--- src/rtl/cfg_pkg.sv ---
// Shared types and default sizing for the LE configuration-chain loader.
package cfg_pkg;

   // Bits per logic element: one MODE bit followed by a 16-entry LUT.
   localparam int LE_CFG_BITS = 17;
   // Width of the incoming bitstream word.
   localparam int CFG_WORD_W  = 8;

   typedef enum logic [1:0] {
      IDLE  = 2'd0,
      FETCH = 2'd1,
      SHIFT = 2'd2,
      DONE  = 2'd3
   } cfg_state_t;

endpackage

--- src/rtl/cfg_chain_ctrl.sv ---
// Serialises bitstream words, MSB first, into a daisy-chained LE config chain.
// Words are fetched on demand; the chain only shifts while bits are available,
// so gaps in word_valid simply hold the chain in place.
module cfg_chain_ctrl
   import cfg_pkg::*;
#(
   parameter int CHAIN_LEN = LE_CFG_BITS,
   parameter int WORD_W    = CFG_WORD_W
)(
   input  logic              clk,
   input  logic              nrst,
   input  logic              start,
   input  logic              abort,
   input  logic              word_valid,
   input  logic [WORD_W-1:0] word_data,
   output logic              word_ready,
   output logic              cfg_en,
   output logic              cfg_data,
   output logic              fabric_en,
   output logic              busy,
   output logic              done,
   output logic              err
);

   localparam int BC_W = $clog2(CHAIN_LEN + 1);
   localparam int WC_W = (WORD_W > 1) ? $clog2(WORD_W) : 1;
   localparam logic [BC_W-1:0] BIT_LAST  = BC_W'(CHAIN_LEN - 1);
   localparam logic [WC_W-1:0] WBIT_LAST = WC_W'(WORD_W - 1);

   cfg_state_t        state, state_nxt;
   logic [WORD_W-1:0] sreg;
   logic [BC_W-1:0]   bit_cnt;
   logic [WC_W-1:0]   word_bit_cnt;
   logic              err_q;
   logic              aborting;

   // Abort only counts while a load is actually in flight.
   assign aborting = abort && (state != IDLE);
   assign err      = err_q;

   // State register.
   always_ff @(posedge clk or negedge nrst) begin
      if (!nrst) state <= IDLE;
      else       state <= state_nxt;
   end

   // Next-state logic; abort overrides every other transition.
   always_comb begin
      state_nxt = state;
      if (aborting) begin
         state_nxt = IDLE;
      end else begin
         unique case (state)
            IDLE:  if (start) state_nxt = FETCH;
            FETCH: if (word_valid) state_nxt = SHIFT;
            SHIFT: begin
               // Last chain bit wins over end-of-word: leftover word bits are dropped.
               if (bit_cnt == BIT_LAST)            state_nxt = DONE;
               else if (word_bit_cnt == WBIT_LAST) state_nxt = FETCH;
            end
            DONE:  state_nxt = IDLE;
            default: state_nxt = IDLE;
         endcase
      end
   end

   // Moore outputs decoded from the current state.
   always_comb begin
      word_ready = (state == FETCH);
      cfg_en     = (state == SHIFT);
      cfg_data   = (state == SHIFT) && sreg[WORD_W-1];
      busy       = (state != IDLE);
      done       = (state == DONE);
   end

   // Datapath: word register, bit counters, fabric enable and error pulse.
   always_ff @(posedge clk or negedge nrst) begin
      if (!nrst) begin
         sreg         <= '0;
         bit_cnt      <= '0;
         word_bit_cnt <= '0;
         fabric_en    <= 1'b0;
         err_q        <= 1'b0;
      end else begin
         err_q <= aborting;
         if (aborting) begin
            fabric_en <= 1'b0;
         end else begin
            unique case (state)
               IDLE: if (start) begin
                  fabric_en    <= 1'b0;
                  bit_cnt      <= '0;
                  word_bit_cnt <= '0;
               end
               FETCH: if (word_valid) sreg <= word_data;
               SHIFT: begin
                  sreg         <= sreg << 1;
                  bit_cnt      <= bit_cnt + 1'b1;
                  word_bit_cnt <= (word_bit_cnt == WBIT_LAST) ? '0 : word_bit_cnt + 1'b1;
               end
               DONE: fabric_en <= 1'b1;
               default: ;
            endcase
         end
      end
   end

endmodule

--- config.mk ---
export PLATFORM = sky130hd
export DESIGN_NAME = cfg_chain_ctrl
export DESIGN_NICKNAME = d
export VERILOG_FILES = /design/src/rtl/cfg_pkg.sv /design/src/rtl/cfg_chain_ctrl.sv
export SDC_FILE = /design/constraint.sdc
export NUM_CORES = 1
export LEC_CHECK = 0
export CAP_MARGIN = 20
export CORE_ASPECT_RATIO = 0.5
export CORE_MARGIN = 2
export CORE_UTILIZATION = 30
export CTS_BUF_LIST = sky130_fd_sc_hd__clkbuf_2
export DETAILED_ROUTE_END_ITERATION = 8
export HOLD_SLACK_MARGIN = 0.12
export PLACE_DENSITY = 0.63
export SLEW_MARGIN = 5
export SYNTH_ARGS = -nofsm -noshare
export SYNTH_HDL_FRONTEND = slang
export SYNTH_SLANG_ARGS = --single-unit
--- constraint.sdc ---
create_clock -name clk -period 2.8 [get_ports clk]
set_input_delay 0.56 -clock clk [delete_from_list [all_inputs] [get_ports clk]]
set_output_delay 0.56 -clock clk [all_outputs]
set_load 0.01 [all_outputs]
# ---- Yosys cells after proc, flatten, opt, wreduce, memory -nomap -nowiden
# Index checks and enable logic that the tools add are counted.
dict set report op_classes {
  add_sub_neg 2
  reduce_logical 11
  eq_ne 10
  n_bitwise 1
  mux 16
}
# operator n
set op_table {}
lappend op_table {{$pmux W8 S2} 1}
lappend op_table {{$mux W2} 5}
lappend op_table {{$pmux W5 S2} 1}
lappend op_table {{$reduce_and A3 Y1} 3}
lappend op_table {{$mux W8} 1}
lappend op_table {{$pmux W2 S4} 1}
lappend op_table {{$mux W3} 2}
lappend op_table {{$pmux W3 S2} 1}
lappend op_table {{$reduce_bool A2 Y1} 3}
lappend op_table {{$add A5 B1 Y5 const B} 1}
lappend op_table {{$eq A5 B5 Y1 const B} 1}
lappend op_table {{$mux W5} 1}
lappend op_table {{$eq A2 B2 Y1 const B} 2}
lappend op_table {{$ne A2 B2 Y1 const B} 2}
lappend op_table {{$ne A4 B1 Y1 const B} 1}
lappend op_table {{$add A3 B1 Y3 const B} 1}
lappend op_table {{$eq A3 B3 Y1 const B} 1}
lappend op_table {{$ne A3 B2 Y1 const B} 1}
lappend op_table {{$ne A3 B3 Y1 const B} 1}
lappend op_table {{$reduce_bool A3 Y1} 1}
lappend op_table {{$eq A2 B1 Y1 const B} 1}
lappend op_table {{$logic_and A1 B1 Y1} 2}
lappend op_table {{$logic_not A2 Y1} 1}
lappend op_table {{$mux W1} 2}
lappend op_table {{3 further kinds} 3}
dict set report word_totals {
  elab_cells 46
  inputBits 13
  output_inout_bits 7
  reg_bits 20
}

# ---- Depth between registers and ports, before layout
# Gate-level depths: netlist of run 1.
dict set report logic_depth {
  word_depth 5
  mapped_depth 8
  ltp_nobuf 7
}

# ---- Least setup slack after synthesis of run 1
# No wires, ideal clock.
dict set report synth_timing {
  path_type {reg-to-output}
  startpoint {reg state[0]}
  endpoint {out cfg_data}
  path_buffers 2
  t_arrival_ps 1378
  t_required_ps 2240
  setup_slack_ps 862
  path_stages_with_launch 6
  cell_sequence {dfrtp_1 inv_1 ha_1 buf_6 clkbuf_1 and2_1}
}
dict set report synth_via {
  elab_chain_len 2
}
# element line
set synth_lines {}
lappend synth_lines {{from (decl)} cfg_chain_ctrl.sv:30} ;# cfg_state_t state, state_nxt;
lappend synth_lines {{from (signal assigned)} cfg_chain_ctrl.sv:44} ;# else state <= state_nxt;
lappend synth_lines {{$eq A2 B2 Y1} n/a}
lappend synth_lines {{named net cfg_en} cfg_chain_ctrl.sv:17} ;# output logic cfg_en,
lappend synth_lines {{$logic_and A1 B1 Y1} cfg_chain_ctrl.sv:71} ;# cfg_data = (state == SHIFT) && sreg[WORD_W-1];
lappend synth_lines {{to (decl)} cfg_chain_ctrl.sv:18} ;# output logic cfg_data,
# The timed path passes the listed nets, and every way through them passes these cells.

# ---- Worst setup path in the final report of run 1
dict set report layout_timing {
  startpoint {reg state[1]}
  endpoint {out busy}
}
dict set report layout_via {
  elab_chain_len 1
}
# element line
set layout_lines {}
lappend layout_lines {{$reduce_bool A2 Y1} cfg_chain_ctrl.sv:72} ;# busy = (state != IDLE);
lappend layout_lines {{to (decl)} cfg_chain_ctrl.sv:20} ;# output logic busy,
# No other way between the ends.

==> impl_metrics.tcl, run 1 <==
set metrics [dict create \
    drt_pass1_iterations 4 \
    tns_ns 0 \
    max_freq_ghz 0.436 \
    rsz0062_at_grt "no" \
    synth-edff-count 0 \
    cts_max_level 1 \
    peakVddDrop_v 0.000215 \
    cts_tree "built" \
    drcViolationCount 0 \
    drt-total-wl_um 1970 \
    synthDistinctLibCells 27 \
    leakage_uw 0.000604 \
    slew_violations 0 \
    fin_ws_ns 0.505 \
    gr-max-usage-layer "met2" \
    finalSetupViolations 0 \
    hpwl_um 1510 \
    clock_latency_ns 0.31 \
    rows 15 \
    worst_pin_slew_ns 0.487 \
    start_kind "flip-flop" \
    ys_seq_elements 20 \
    fin_crit_sh_pct 82.0 \
    syn_nets 131 \
    slew_headroom_pct 67.4 \
    antenna_found_initial 0 \
    dp_cells 179 \
    cts_setup_buffers 0 \
    place_ws_ns 0.632 \
    wl_per_cell_um 10.8 \
    p_per_area_nw_per_um2 774 \
    status "completed" \
    met2_usage_pct 16.0 \
    mostFrequentLayoutCells "dfrtp_1 (20), clkdlybuf4s50_1 (19), nand2_1 (13)" \
    max-cap-violations 0 \
    regToRegSetupSlack_ns 0.78 \
    grt_first_pass_wirelength_um 3260 \
    drive_above_1_share_pct 7.63 \
    cts.sinks 20 \
    path_clk_slew_ns 0.17 \
    cp.required_ns 2.24 \
    grtUsageMet3_pct 3.23 \
    final_common_cell "dfrtp_1" \
    syn_inst 110 \
    met1_usage_pct 14.8 \
    placed_area_um2 1340 \
    diodes 0 \
    cp.arrival_ns 1.74 \
    fin_crit_ns 2.30 \
    synth-main-ff-cell "dfrtp_1" \
    end_kind "output port" \
    core_um2 3450 \
    yosysWarningCount 0 \
    utilization_pct 39.2 \
    hold_buffers 0 \
    cts_buffers 3 \
    antenna_left 0 \
    postSynth.asyncResetShare_pct 100 \
    vias_per_cell 4.49 \
    dr_total_vias 817 \
    grt_max_degree 21 \
    synth_area_um2 1090 \
    io_buffer_count 19 \
    start_util_pct 31.7 \
    clockBufferDepth 2 \
    finalNetCount 154 \
    clock_skew_ns 0.0132 \
    critPathKind "flip-flop to output port" \
    die_w_um 89.4 \
    io_pins 20 \
    ys_seq_area_share_pct 45.8 \
    synthToLayoutAreaGrowth_pct 23.9 \
    grt.total_usage_pct 10.3 \
    grt_pass1_vias 734 \
    drt_iter0_markers 57 \
    critPathMaxFanout 6 \
    die_h_um 46.7 \
    stdcell_area_um2 1360 \
    cts_resized 0 \
    gp_congestion 0.799 \
    die_area_um2 4170 \
    fin_cells 182 \
    grt.overflow.total 0 \
    hold_path_class "flip-flop to flip-flop" \
    hold_viol_final 0 \
    syn_area_per_cell_um2 9.94 \
    cts-root-buf "clkbuf_2" \
]
-- area by class of cell --
| cell class | instances | area, um2 |
|---|---|---|
| well taps | 51 | 63.8 |
| repair buffers | 22 | 213 |
| flip-flops and latches | 20 | 500 |
| fillers | 361 | 2100 |
| clock buffers | 3 | 15.0 |
| multi-input cells | 80 | 541 |
| inverters | 6 | 22.5 |
-- registers in the layout, summed over array words and instances, names as in the netlist --
name,flops
fabric_en,1
state,2
sreg,8
bit_cnt,5
word_bit_cnt,3
err,1
-- final timing paths --
path                                 startpoint                     endpoint  cells past startpoint
min in group asynchronous                  nrst       bit_cnt[1]$_DFFE_PN0P_                      2
hold / removal              sreg[7]$_DFFE_PN0P_          sreg[7]$_DFFE_PN0P_                      2
setup reg to reg           state[0]$_DFFE_PN0P_  word_bit_cnt[0]$_DFFE_PN0P_                      6
max in group asynchronous                  nrst          sreg[7]$_DFFE_PN0P_                      2
hold reg to reg             sreg[7]$_DFFE_PN0P_          sreg[7]$_DFFE_PN0P_                      2
setup / recovery           state[1]$_DFFE_PN0P_                         busy                      4
-- cell families after synthesis --
group	after synthesis	share of synthesized area, %
and+or+nand+nor	41	19.2
DFF	20	45.8
AOI/OAI and AO/OA	19	10.3
buffers and inverters	10	4.81
muxes	9	8.35
adders and majority gates	8	9.15
xor gates and xnor gates	3	2.40
-- critical path, stage by stage (launching register included) --
cell and delay [ns]:
dfrtp_1 0.47, inv_1 0.09, ha_1 0.25, inv_1 0.09
clkdlybuf4s50_1 0.53
-- power breakdown --
part / internal (uW) / switching, uW / leakage [uW]
Combinational: 219 / 270 / 0.000329
Clock: 29.2 / 84.3 / 0.0000125
Sequential: 385 / 60.6 / 0.000262
Total: 634 / 415 / 0.000604
-- stage by stage --
| stage | hold slack (ns) | power [uW] |
|---|---|---|
| after floorplan | 0.264 | 781 |
| after global placement | 0.460 | 936 |
| after detailed placement | 0.464 | 948 |
| after CTS | 0.501 | 1060 |
| after global routing | 0.531 | 1140 |
| final | 0.493 | 1050 |
-- synth_stat cells (all sizes together) (2+ instances only) --
| library cell | count | area share, % |
|---|---|---|
| a21oi | 4 | 2.5 |
| buf | 2 | 2.1 |
| clkbuf | 2 | 0.69 |
| dfrtp | 20 | 46 |
| ha | 8 | 9.2 |
| inv | 6 | 2.1 |
| mux2i | 8 | 7.3 |
| nand2 | 14 | 5.0 |
| nand2b | 4 | 2.3 |
| nand3 | 11 | 5.0 |
| nor2 | 4 | 1.4 |
| o21ai | 12 | 5.5 |
| xnor2 | 3 | 2.4 |
-- per-layer routing --
| metal | vias to the layer above | routed length (um) |
|---|---|---|
| met2 | 16 | 871 |
| met5 | - | 0 |
| li1 | 417 | - |
| met4 | 0 | 11 |
| met3 | 2 | 83 |
| met1 | 382 | 999 |
Power figures use the tool's default switching activity.
==> run 2, diff against run 1 <==
- PLACE_DENSITY: 0.63 -> 0.64
- clock period: 2.8 -> 1.9 ns (I/O delays scaled with it)
==> run 2 against run 1 <==
Clock power is 57% higher. Global-route usage rose by 1.5 points. Worst setup slack lost 0.42 ns. Critical path depth unchanged. Final cell count rose by 3.8%. Combinational power up 72%. Critical path type unchanged. Register-to-register slack worse by 0.59 ns.
==> impl_metrics.tcl, run 2 (same netlist as run 1, synthesis figures left out) <==
set metrics [dict create \
    slew_violations 0 \
    io_buffer_count 19 \
    path_clk_slew_ns 0.20 \
    drt-total-wl_um 2160 \
    power.internal_uw 1000 \
    die_h_um 46.7 \
    final_common_cell "dfrtp_1" \
    hold_ws_ns 0.352 \
    start_kind "flip-flop" \
    diodes 0 \
    io_pins 20 \
    end_kind "output port" \
    cp.depth 4 \
    cts_buffers 3 \
    r2r-end "word_bit_cnt[0]$_DFFE_PN0P_" \
    combPwrFrac_pct 50.5 \
    leakage_uw 0.000647 \
    hold_viol_final 0 \
    p_per_area_nw_per_um2 1170 \
    place_ws_ns -0.00650 \
    cts_max_level 1 \
    cp_slowest_cell "dfrtp_1" \
    cts.sinks 20 \
    die_w_um 89.4 \
    critPathMaxFanout 5 \
    vias_per_cell 4.51 \
    max_freq_ghz 0.551 \
    cp.arrival_ns 1.43 \
    hold_path_class "primary input to asynchronous set/reset pin" \
    slew_headroom_pct 80.6 \
    netSwitchingPower_uw 661 \
    grt.total_usage_pct 11.8 \
    cts-root-buf "clkbuf_2" \
    cts_tree "built" \
    critPathKind "flip-flop to output port" \
    max-cap-violations 0 \
    cp.required_ns 1.52 \
    grt_pass1_vias 820 \
    gp_congestion 0.791 \
    die_area_um2 4170 \
    r2r_cells 5 \
    grt_max_degree 21 \
    critical-path-top-delay-family "flip-flops" \
    dr_total_vias 852 \
    drive_above_1_share_pct 13.8 \
    reg2reg_from "state[0]$_DFFE_PN0P_" \
    hpwl_um 1560 \
    rsz0062_at_grt "no" \
    regArea_um2 500 \
    finalNetCount 160 \
    antenna_left 0 \
    drt_pass1_iterations 4 \
    reg_top3 "sreg: 8 flops, bit_cnt: 5 flops, word_bit_cnt: 3 flops" \
    fin_ws_ns 0.0866 \
    drt_iter0_markers 53 \
    synthToLayoutAreaGrowth_pct 30.2 \
    status "completed" \
    p_seq_share_pct 38.7 \
    worstSetupStartpoint "state[1]$_DFFE_PN0P_" \
    regMostFlops "sreg" \
    fillerInstances 356 \
    antenna_found_initial 0 \
    power_frac_clock_pct 10.8 \
    mostFrequentLayoutCells "dfrtp_1 (20), clkdlybuf4s50_1 (14), nand2_1 (13)" \
    p_sw_share_pct 39.8 \
    crit_chain "buf_4 -> ha_4 -> and2_1 -> clkdlybuf4s15_1" \
    max_stage_delay_ns 0.44 \
    rows 15 \
    regToRegSetupSlack_ns 0.19 \
    critPathBufInv 2 \
    largest_register_ffs 8 \
    multiInputGateArea_um2 566 \
    drcViolationCount 0 \
    fin_crit_sh_pct 95.4 \
    finalSetupViolations 0 \
    wl_per_cell_um 11.4 \
    grt_first_pass_wirelength_um 3640 \
    worst_pin_slew_ns 0.290 \
    grt.overflow.total 0 \
    clock_skew_ns 0.0192 \
    fin_crit_ns 1.81 \
    peakVddDrop_v 0.000342 \
    clockBufferDepth 2 \
    critPathCapture "cfg_data" \
    clock_latency_ns 0.33 \
    core_um2 3450 \
    start_util_pct 31.7 \
]
[run 2: repair_timing]
item / in CTS / in global routing
hold buffers: 0 / 0
endpoints found under the setup margin: 5 / 2
pin swaps: 0 / 0
buffers inserted: 1 / 0
hold endpoints to repair: 0 / 0
resized for setup: 8 / 2
[run 2: worst min-delay path by stage]
stage / start / end / cells past startpoint
after floorplan: nrst / bit_cnt[0]$_DFFE_PN0P_ / 0
after global routing: nrst / fabric_en$_DFFE_PN0P_ / 2
after CTS: nrst / state[1]$_DFFE_PN0P_ / 2
final: nrst / err$_DFF_PN0_ / 2
after global placement: sreg[7]$_DFFE_PN0P_ / sreg[7]$_DFFE_PN0P_ / 2
after detailed placement: sreg[7]$_DFFE_PN0P_ / sreg[7]$_DFFE_PN0P_ / 2
[run 2: power groups by stage]
stage | Clock [uW] | Combinational, uW | Sequential (uW)
2_1_floorplan | 0 | 501 | 652
3_3_place_gp | 0 | 798 | 651
3_5_place_dp | 0 | 813 | 655
4_1_cts | 189 | 815 | 645
5_1_grt | 205 | 968 | 666
6_report | 179 | 840 | 643
[run 2: worst register-to-register path: stages (launching register included)]
cell and delay [ns]:
dfrtp_1 0.42, inv_2 0.12, ha_4 0.18, or3b_1 0.48, nand2_2 0.12, mux2_1 0.32
[run 2: cell type report]
class	instances	area share (%)
multi-input cells	80	39.7
flip-flops and latches	20	35.1
repair buffers	28	17.8
well taps	51	4.48
inverters	6	1.58
clock buffers	3	1.05
clock inverters	1	0.264
[run 2: metal layers]
metal / vias up / global-route usage (%) / part of all wire [%]
met5: - / 0 / 0
met3: 5 / 3.76 / 2.7
met1: 405 / 15.1 / 47
li1: 431 / - / -
met2: 11 / 19.7 / 49
met4: 0 / 2.69 / 1.2
[run 2: per-stage QoR]
stage	TNS [ns]	instances	util (%)	instance area [um2]	power, uW
3_5_place_dp	-0.00650	184	40.0	1380	1470
2_1_floorplan	0	110	-	1100	1150
6_report	0	189	41.2	1420	1660
4_1_cts	0	189	40.9	1410	1650
5_1_grt	0	189	41.2	1420	1840
3_3_place_gp	0	184	40.0	1380	1450
==> run 3, diff against run 2 <==
- SLEW_MARGIN: 5 -> 20
- TNS_END_PERCENT: not set -> 50
==> results of run 3 <==
Final layout, timing and power as in run 2 (identical DEF).
